`config.mk`:
```
export PLATFORM = sky130hd
export DESIGN_NAME = axi_cmd_arbiter_flat
export DESIGN_NICKNAME = d
export VERILOG_FILES = /design/src/rtl/axi_cmd_arbiter_if.sv /design/src/rtl/axi_cmd_arbiter.sv /design/src/flat_wrapper.sv
export SDC_FILE = /design/constraint.sdc
export NUM_CORES = 1
export LEC_CHECK = 0
export CORE_MARGIN = 2
export CORE_UTILIZATION = 44
export CTS_CLUSTER_SIZE = 28
export DETAILED_ROUTE_END_ITERATION = 6
export GPL_TIMING_DRIVEN = 0
export PLACE_DENSITY = 0.81
export SYNTH_ARGS = -nofsm -noshare
export SYNTH_HDL_FRONTEND = slang
export SYNTH_SLANG_ARGS = --single-unit
export TNS_END_PERCENT = 50
```
`constraint.sdc`:
```
create_clock -name clk -period 3.8 [get_ports clk]
set_input_delay 0.76 -clock clk [delete_from_list [all_inputs] [get_ports clk]]
set_output_delay 0.76 -clock clk [all_outputs]
set_load 0.005 [all_outputs]
```
`src/rtl/axi_cmd_arbiter_if.sv`:
```
// AXI4-Lite command channels plus the command-FIFO and completion signals of the arbiter.
// The slave modport is the arbiter's view; master is the driving side.
interface axi_cmd_arbiter_if #(
    parameter int unsigned ADDR_W          = 32,
    parameter int unsigned DATA_W          = 32,
    parameter int unsigned MAX_OUTSTANDING = 4
);
    localparam int unsigned STRB_W = DATA_W / 8;
    localparam int unsigned CMD_W  = 1 + ADDR_W + DATA_W + STRB_W;
    localparam int unsigned CNT_W  = $clog2(MAX_OUTSTANDING + 1);

    logic              aw_valid;
    logic [ADDR_W-1:0] aw_addr;
    logic              aw_ready;
    logic              w_valid;
    logic [DATA_W-1:0] w_data;
    logic [STRB_W-1:0] w_strb;
    logic              w_ready;
    logic              ar_valid;
    logic [ADDR_W-1:0] ar_addr;
    logic              ar_ready;
    logic              fifo_full;
    logic              fifo_push;
    logic [CMD_W-1:0]  fifo_wdata;
    logic              cmd_done;
    logic [CNT_W-1:0]  outstanding;

    modport slave (
        input  aw_valid, aw_addr, w_valid, w_data, w_strb, ar_valid, ar_addr,
        input  fifo_full, cmd_done,
        output aw_ready, w_ready, ar_ready, fifo_push, fifo_wdata, outstanding
    );

    modport master (
        output aw_valid, aw_addr, w_valid, w_data, w_strb, ar_valid, ar_addr,
        output fifo_full, cmd_done,
        input  aw_ready, w_ready, ar_ready, fifo_push, fifo_wdata, outstanding
    );
endinterface

```
`src/rtl/axi_cmd_arbiter.sv`:
```
// Holds AXI4-Lite write (AW+W) and read (AR) requests and round-robin pushes them into the
// shared command FIFO, bounded by FIFO-full and an outstanding-command limit.
module axi_cmd_arbiter #(
    parameter int unsigned ADDR_W          = 32,
    parameter int unsigned DATA_W          = 32,
    parameter int unsigned MAX_OUTSTANDING = 4
) (
    input logic              clk,
    input logic              rst,
    axi_cmd_arbiter_if.slave bus
);
    localparam int unsigned STRB_W = DATA_W / 8;
    localparam int unsigned CNT_W  = $clog2(MAX_OUTSTANDING + 1);
    localparam logic [CNT_W-1:0] CNT_MAX = CNT_W'(MAX_OUTSTANDING);

    // Write-path state is exactly {aw_held, w_held}.
    typedef enum logic [1:0] {
        WrEmpty = 2'b00,
        WrData  = 2'b01,
        WrAddr  = 2'b10,
        WrBoth  = 2'b11
    } wr_state_e;

    wr_state_e         wr_state_q, wr_state_d;
    logic              ar_held_q, ar_held_d;
    logic              last_wr_q, last_wr_d;
    logic [CNT_W-1:0]  cnt_q, cnt_d;

    logic [ADDR_W-1:0] aw_addr_q;
    logic [ADDR_W-1:0] ar_addr_q;
    logic [DATA_W-1:0] w_data_q;
    logic [STRB_W-1:0] w_strb_q;

    logic aw_hs, w_hs, ar_hs;
    logic wr_req, rd_req, can_issue, grant_wr, push;

    always_ff @(posedge clk or posedge rst) begin
        if (rst) begin
            wr_state_q <= WrEmpty;
            ar_held_q  <= 1'b0;
            last_wr_q  <= 1'b1;
            cnt_q      <= '0;
        end else begin
            wr_state_q <= wr_state_d;
            ar_held_q  <= ar_held_d;
            last_wr_q  <= last_wr_d;
            cnt_q      <= cnt_d;
        end
    end

    always_ff @(posedge clk or posedge rst) begin
        if (rst) begin
            aw_addr_q <= '0;
            ar_addr_q <= '0;
            w_data_q  <= '0;
            w_strb_q  <= '0;
        end else begin
            if (aw_hs) aw_addr_q <= bus.aw_addr;
            if (ar_hs) ar_addr_q <= bus.ar_addr;
            if (w_hs) begin
                w_data_q <= bus.w_data;
                w_strb_q <= bus.w_strb;
            end
        end
    end

    always_comb begin
        aw_hs     = bus.aw_valid && !wr_state_q[1];
        w_hs      = bus.w_valid && !wr_state_q[0];
        ar_hs     = bus.ar_valid && !ar_held_q;
        wr_req    = (wr_state_q == WrBoth);
        rd_req    = ar_held_q;
        can_issue = !bus.fifo_full && (cnt_q < CNT_MAX);
        // On contention the channel not granted last time wins.
        grant_wr  = wr_req && (!rd_req || !last_wr_q);
        push      = !rst && can_issue && (wr_req || rd_req);
    end

    always_comb begin
        wr_state_d = wr_state_q;
        unique case (wr_state_q)
            WrEmpty: begin
                if (aw_hs && w_hs) wr_state_d = WrBoth;
                else if (aw_hs)    wr_state_d = WrAddr;
                else if (w_hs)     wr_state_d = WrData;
            end
            WrAddr: if (w_hs)  wr_state_d = WrBoth;
            WrData: if (aw_hs) wr_state_d = WrBoth;
            WrBoth: if (push && grant_wr) wr_state_d = WrEmpty;
        endcase

        ar_held_d = ar_held_q;
        if (push && !grant_wr) ar_held_d = 1'b0;
        else if (ar_hs)        ar_held_d = 1'b1;

        last_wr_d = push ? grant_wr : last_wr_q;

        // Push and completion in the same cycle cancel; completion at zero is dropped.
        cnt_d = cnt_q;
        if (push && !bus.cmd_done)                     cnt_d = cnt_q + CNT_W'(1);
        else if (!push && bus.cmd_done && cnt_q != '0) cnt_d = cnt_q - CNT_W'(1);
    end

    always_comb begin
        bus.aw_ready    = !wr_state_q[1];
        bus.w_ready     = !wr_state_q[0];
        bus.ar_ready    = !ar_held_q;
        bus.fifo_push   = push;
        bus.outstanding = cnt_q;
        bus.fifo_wdata  = '0;
        if (push) begin
            if (grant_wr) bus.fifo_wdata = {1'b1, aw_addr_q, w_data_q, w_strb_q};
            else          bus.fifo_wdata = {1'b0, ar_addr_q, {DATA_W{1'b0}}, {STRB_W{1'b0}}};
        end
    end
endmodule

```
`src/flat_wrapper.sv`:
```
// flat-port wrapper written by rule: the top's interface ports become plain ports
module axi_cmd_arbiter_flat 
#(
    parameter int unsigned ADDR_W          = 32,
    parameter int unsigned DATA_W          = 32,
    parameter int unsigned MAX_OUTSTANDING = 4
)
  (clk, rst, bus_aw_valid, bus_aw_addr, bus_w_valid, bus_w_data, bus_w_strb, bus_ar_valid, bus_ar_addr, bus_fifo_full, bus_cmd_done, bus_aw_ready, bus_w_ready, bus_ar_ready, bus_fifo_push, bus_fifo_wdata, bus_outstanding);
  axi_cmd_arbiter_if #(.ADDR_W(ADDR_W), .DATA_W(DATA_W), .MAX_OUTSTANDING(MAX_OUTSTANDING)) bus_i ();
  input logic clk;
  input logic rst;
  input wire logic [$bits(bus_i.aw_valid)-1:0] bus_aw_valid;
  input wire logic [$bits(bus_i.aw_addr)-1:0] bus_aw_addr;
  input wire logic [$bits(bus_i.w_valid)-1:0] bus_w_valid;
  input wire logic [$bits(bus_i.w_data)-1:0] bus_w_data;
  input wire logic [$bits(bus_i.w_strb)-1:0] bus_w_strb;
  input wire logic [$bits(bus_i.ar_valid)-1:0] bus_ar_valid;
  input wire logic [$bits(bus_i.ar_addr)-1:0] bus_ar_addr;
  input wire logic [$bits(bus_i.fifo_full)-1:0] bus_fifo_full;
  input wire logic [$bits(bus_i.cmd_done)-1:0] bus_cmd_done;
  output wire logic [$bits(bus_i.aw_ready)-1:0] bus_aw_ready;
  output wire logic [$bits(bus_i.w_ready)-1:0] bus_w_ready;
  output wire logic [$bits(bus_i.ar_ready)-1:0] bus_ar_ready;
  output wire logic [$bits(bus_i.fifo_push)-1:0] bus_fifo_push;
  output wire logic [$bits(bus_i.fifo_wdata)-1:0] bus_fifo_wdata;
  output wire logic [$bits(bus_i.outstanding)-1:0] bus_outstanding;
  assign bus_i.aw_valid = bus_aw_valid;
  assign bus_i.aw_addr = bus_aw_addr;
  assign bus_i.w_valid = bus_w_valid;
  assign bus_i.w_data = bus_w_data;
  assign bus_i.w_strb = bus_w_strb;
  assign bus_i.ar_valid = bus_ar_valid;
  assign bus_i.ar_addr = bus_ar_addr;
  assign bus_i.fifo_full = bus_fifo_full;
  assign bus_i.cmd_done = bus_cmd_done;
  assign bus_aw_ready = bus_i.aw_ready;
  assign bus_w_ready = bus_i.w_ready;
  assign bus_ar_ready = bus_i.ar_ready;
  assign bus_fifo_push = bus_i.fifo_push;
  assign bus_fifo_wdata = bus_i.fifo_wdata;
  assign bus_outstanding = bus_i.outstanding;
  axi_cmd_arbiter #(.ADDR_W(ADDR_W), .DATA_W(DATA_W), .MAX_OUTSTANDING(MAX_OUTSTANDING)) u_core (.clk(clk), .rst(rst), .bus(bus_i));
endmodule
```
After elaboration in Yosys (flattened, before gate mapping):

Cells that the tools add are included.

* bits in registers: 107
* bits of input ports: 107
* logic and storage cells: 60

* $add $sub $neg: 2
* $lt $le $gt $ge: 1
* equal/unequal tests: 7
* multiplexer cells: 13
* reduce and logical (&&, ||, !) cells: 29

Operators by type and width (number)
* 2-to-1 mux 69 bit: 2
* logical AND 1 bit: 13
* 2-to-1 mux 2 bit: 6
* logical NOT 1 bit: 9
* case mux 2 bit (4 select lines): 1
* 2-to-1 mux 3 bit: 2
* == test 2 bit (second input constant): 2
* inequality test 2 x 1 -> 1 bit (second input constant): 2
* inequality test 4 x 1 -> 1 bit (second input constant): 1
* AND reduction 4 bit: 1
* nonzero test 2 bit: 2
* adder 3 x 1 -> 3 bit (second input constant): 1
* < comparator 3 bit (second input constant): 1
* nonzero test 3 bit: 1
* subtractor 3 x 1 -> 3 bit (second input constant): 1
* == test 2 x 1 -> 1 bit (second input constant): 1
* logical NOT 2 bit: 1
* logical OR 1 bit: 2
* 2-to-1 mux 1 bit: 2
* inequality test 2 bit (second input constant): 1

Logic depth before layout (Yosys ltp):

* depth in word-level cells: 9
* gate-level depth with buffers: 9
* gate-level depth less buffers: 8

Worst setup path after synthesis:

No wires, ideal clock.

* path kind: input port to output port
* start: in bus_fifo_full
* end: out bus_fifo_wdata[59]
* arrival: 1.889 ns
* data required time: 3.040 ns
* setup slack: 1.151 ns
* cell stages on the path: 7
* path through: or3_1 -> buf_2 -> a21oi_2 -> and2_1 -> buf_6 -> buf_6 -> a22o_1

* word-level cells in the longest chain between the ends: 5

RTL lines
* from (decl): RTL line flat_wrapper.sv:19 `input wire logic [$bits(bus_i.fifo_full)-1:0] bus_fifo_full;`
* logical NOT 1 bit: RTL line axi_cmd_arbiter.sv:73 `can_issue = !bus.fifo_full && (cnt_q < CNT_MAX);`
* logical AND 1 bit: RTL line axi_cmd_arbiter.sv:73
* logical AND 1 bit (2 in a row): RTL line axi_cmd_arbiter.sv:76 `push = !rst && can_issue && (wr_req || rd_req);`
* 2-to-1 mux 69 bit: RTL line axi_cmd_arbiter.sv:111 `if (push) begin`
* to (decl): RTL line flat_wrapper.sv:25 `output wire logic [$bits(bus_i.fifo_wdata)-1:0] bus_fifo_wdata;`

Every way passes these cells.

Worst setup path in the final report:

* start: in bus_fifo_full
* end: out bus_fifo_wdata[17]

Same word-level chain as after synthesis.

==> qor.yml <==
synth:
  synth_ff_type: "dfrtp_1"
  synthCells: 430
  seq_area_frac_synth: 0.555
  avgSynthCellArea_um2: 11.2
  syn-cell-area_um2: 4830
  synth_area_leader_cell: "dfrtp_1"
  synth_top_area_share: 0.549
  ys_ff_latch: 107
  ys_types: 34
  synth_edf_count: 0
  ys_async_sr_fraction: 1.00
  synth_fp_nets: 543
  yosys_warnings: 0
  synthTopCellsByArea: "dfrtp_1, mux2_2, nand2_1, a22o_1, and3_1"
power_and_ir_drop:
  seq_power_share: 0.475
  combinationalPowerShare: 0.373
  power.density_cell_area_nw_per_um2: 600
  vdd_ir_drop_max_mv: 0.320
  swShare: 0.331
  p_switching_mw: 1.41
  p_leak_nw: 3.45
  p_clk_frac: 0.152
  power.internal_mw: 2.86
global_routing:
  antenna_found_initial: 0
  gr-total-overflow: 0
  track_usage: 0.226
  grt_pass1_vias: 4158
  grt_pass1_wl_um: 20300
  grt_max_degree: 62
worst_setup_path:
  path_cells: "clkdlybuf4s50_1 > or3_1 > buf_4 > a21oi_4 > buf_4 > clkbuf_2 > and3_1 > clkdlybuf4s50_1"
  end_kind: "output pin"
  crit_slowest_cell: "clkdlybuf4s50_1"
  worstSetupPathType: "input pin to output pin"
  path_max_fanout: 10
  slowest_delay_ns: 0.50
  crit_buf_inv: 5
  worstPathArrival_ns: 2.96
  start_kind: "input pin"
  critPathTopFamily: "buffers and inverters"
  crit_required_ns: 3.04
clock_tree:
  htree_levels: 3
  cts_inserted_buffers: 9
  cts_buffer_depth: 2
  clk_pin_slew_ns: 0.09
  cts_hold_buf: 0
  clkSinkCount: 107
  clk-insertion-delay-late_ns: 0.38
  cts_tree: "yes"
  clock-root-buffer: "clkbuf_8"
die:
  die-area_um2: 11800
  io_pins: 183
  rows: 38
  initial_utilization: 0.447
  core_region_area_um2: 10800
  die_w_um: 109
  die_h_um: 109
final_layout:
  layout.nets: 738
  n_antenna_cell: 0
  syn_to_final_growth_pct: 47.2
  fill_cells: 871
  multi_input_area_um2: 1970
  layout-drive-gt1-share: 0.162
  seq_area_um2: 2680
  finish.utilization: 0.659
sta:
  finalSetupViolations: 0
  holdWs_ns: 0.474
  fin_crit_sh: 0.978
  drv_slew: 0
  worstMarginPinSlew_ns: 0.633
  rsz0062_at_grt: "false"
  hold_viol_final: 0
  min_period_ns: 3.72
  fmax_mhz: 269
  relSlewSlack: 0.578
  fin_worst_skew_ns: 0.0114
route:
  routedWlPerCell_um: 16.9
  top_layer: "met4"
  drc: 0
  viasPerCell: 5.18
  first_pass_iters: 5
  met2_length_um: 6760
  detail-route-antenna-nets: 0
  wl_met3_um: 658
  drt-met1-wl_um: 5100
  drt_iter0_drc: 220
  drt_wl_total_um: 13000
  vias: 3988
place:
  dp_hpwl_um: 9750
  gp_congestion: 0.827
  numPortBuffers: 182
run_status:
  outcome: "finished, final reports clean"
hold_path:
  hp-class: "flop to flop"
job:
  drv_cap: 0
-- final timing paths --
check	startpoint	end	slack (ns)	depth (start not counted)
hold reg to reg	u_core.w_data_q[20]	u_core.w_data_q[20]	0.47	2
min in group asynchronous	rst	u_core.bus.outstanding[2]	0.53	2
hold / removal	u_core.w_data_q[20]	u_core.w_data_q[20]	0.47	2
setup reg to reg	u_core.wr_state_q[1]	u_core.bus.outstanding[2]	1.26	9
max in group asynchronous	rst	u_core.last_wr_q	2.54	3
setup / recovery	bus_fifo_full	bus_fifo_wdata[17]	0.08	8
-- metrics by stage --
step	power (mW)	area, um^2	TNS [ns]	cells	setup slack (ns)
CTS	4.30	7040	0	769	0.0160
global route	4.58	7110	0	770	0.00729
global placement	3.53	6830	-140.91	752	-1.33
detailed placement	3.64	6860	-1.13	753	-0.0774
finish	4.27	7110	0	770	0.0834
floorplan	2.96	4830	0	430	0.224
-- cells in the final DEF (no fill, tap or decap), drive strengths merged, types with 2 or more instances in the layout --
cell	instances
clkdlybuf4s50	168
nand2	108
dfrtp	106
mux2	64
and3	36
a22o	32
clkbuf	28
buf	17
dlymetal6s2s	14
nor2	10
inv	7
ha	5
nor2b	4
clkinv	4
nand2b	3
o21ai	3
mux2i	3
nand3	2
a22oi	2
nor3	2
-- area by class of cell --
class / instances / area share
Tap cell: 140 / 0.0246
Timing Repair Buffer: 184 / 0.266
Multi-Input combinational cell: 284 / 0.277
Sequential cell: 107 / 0.377
Inverter: 7 / 0.00405
Clock buffer: 11 / 0.0199
Buffer: 32 / 0.0264
Clock inverter: 5 / 0.00546
-- worst min-delay path, delay by kind of cell (launching register included) --
family        cells  cell delay (ns)
flops             1             0.35
simple gates      2             0.10
-- flip-flops by register name, indices dropped and copies added (netlist names) --
register and count:
u_core.ar_addr_q 32, u_core.aw_addr_q 32, u_core.w_data_q 32, u_core.w_strb_q 4, u_core.bus.outstanding 3, u_core.wr_state_q 2, u_core.ar_held_q 1, u_core.last_wr_q 1
-- cell usage after synthesis (2+ instances only) --
cell	number
nand2_1	108
dfrtp_1	106
mux2_2	62
and3_1	36
a22o_1	32
clkbuf_1	13
buf_2	10
nor2_1	8
inv_1	7
ha_1	5
buf_6	4
nor2b_1	4
clkbuf_2	3
mux2i_1	3
nand2b_1	3
o21ai_0	3
a22oi_1	2
mux2_1	2
nand3_1	2
nor2_2	2
nor3_1	2
-- per-layer routing --
metal,up-vias,global-route usage
li1,1855,-
met1,1975,0.270
met2,124,0.387
met3,34,0.0604
met4,0,0.0962
met5,-,0
-- kinds of logic (layout without fill, tap and decap cells) --
logic type      count (synthesis)  count (layout)  share of synthesized area
flops                         107             107                      0.555
simple gates                  167             167                      0.155
buf+inv                        39             239                     0.0407
compound gates                 43              43                     0.0751
mux                            67              67                      0.155
xor+xnor                        1               1                    0.00181
fa+ha+maj                       6               6                     0.0171
-- repair_timing --
| action | in CTS | in global routing |
|---|---|---|
| gates resized for setup | 1 | 24 |
| setup endpoints to repair | 28 | 59 |
| buffers inserted | 0 | 1 |
| cloned | 0 | 0 |
| endpoints found under the hold margin | 0 | 0 |
-- power groups by stage --
stage | Combinational (mW) | Sequential (mW) | Clock [mW]
detailed placement | 1.60 | 2.05 | 0
global route | 1.75 | 2.10 | 0.721
finish | 1.59 | 2.03 | 0.648
CTS | 1.61 | 2.02 | 0.675
floorplan | 1.01 | 1.95 | 0
global placement | 1.52 | 2.01 | 0
Note: power is estimated with default switching activity, not from simulation.
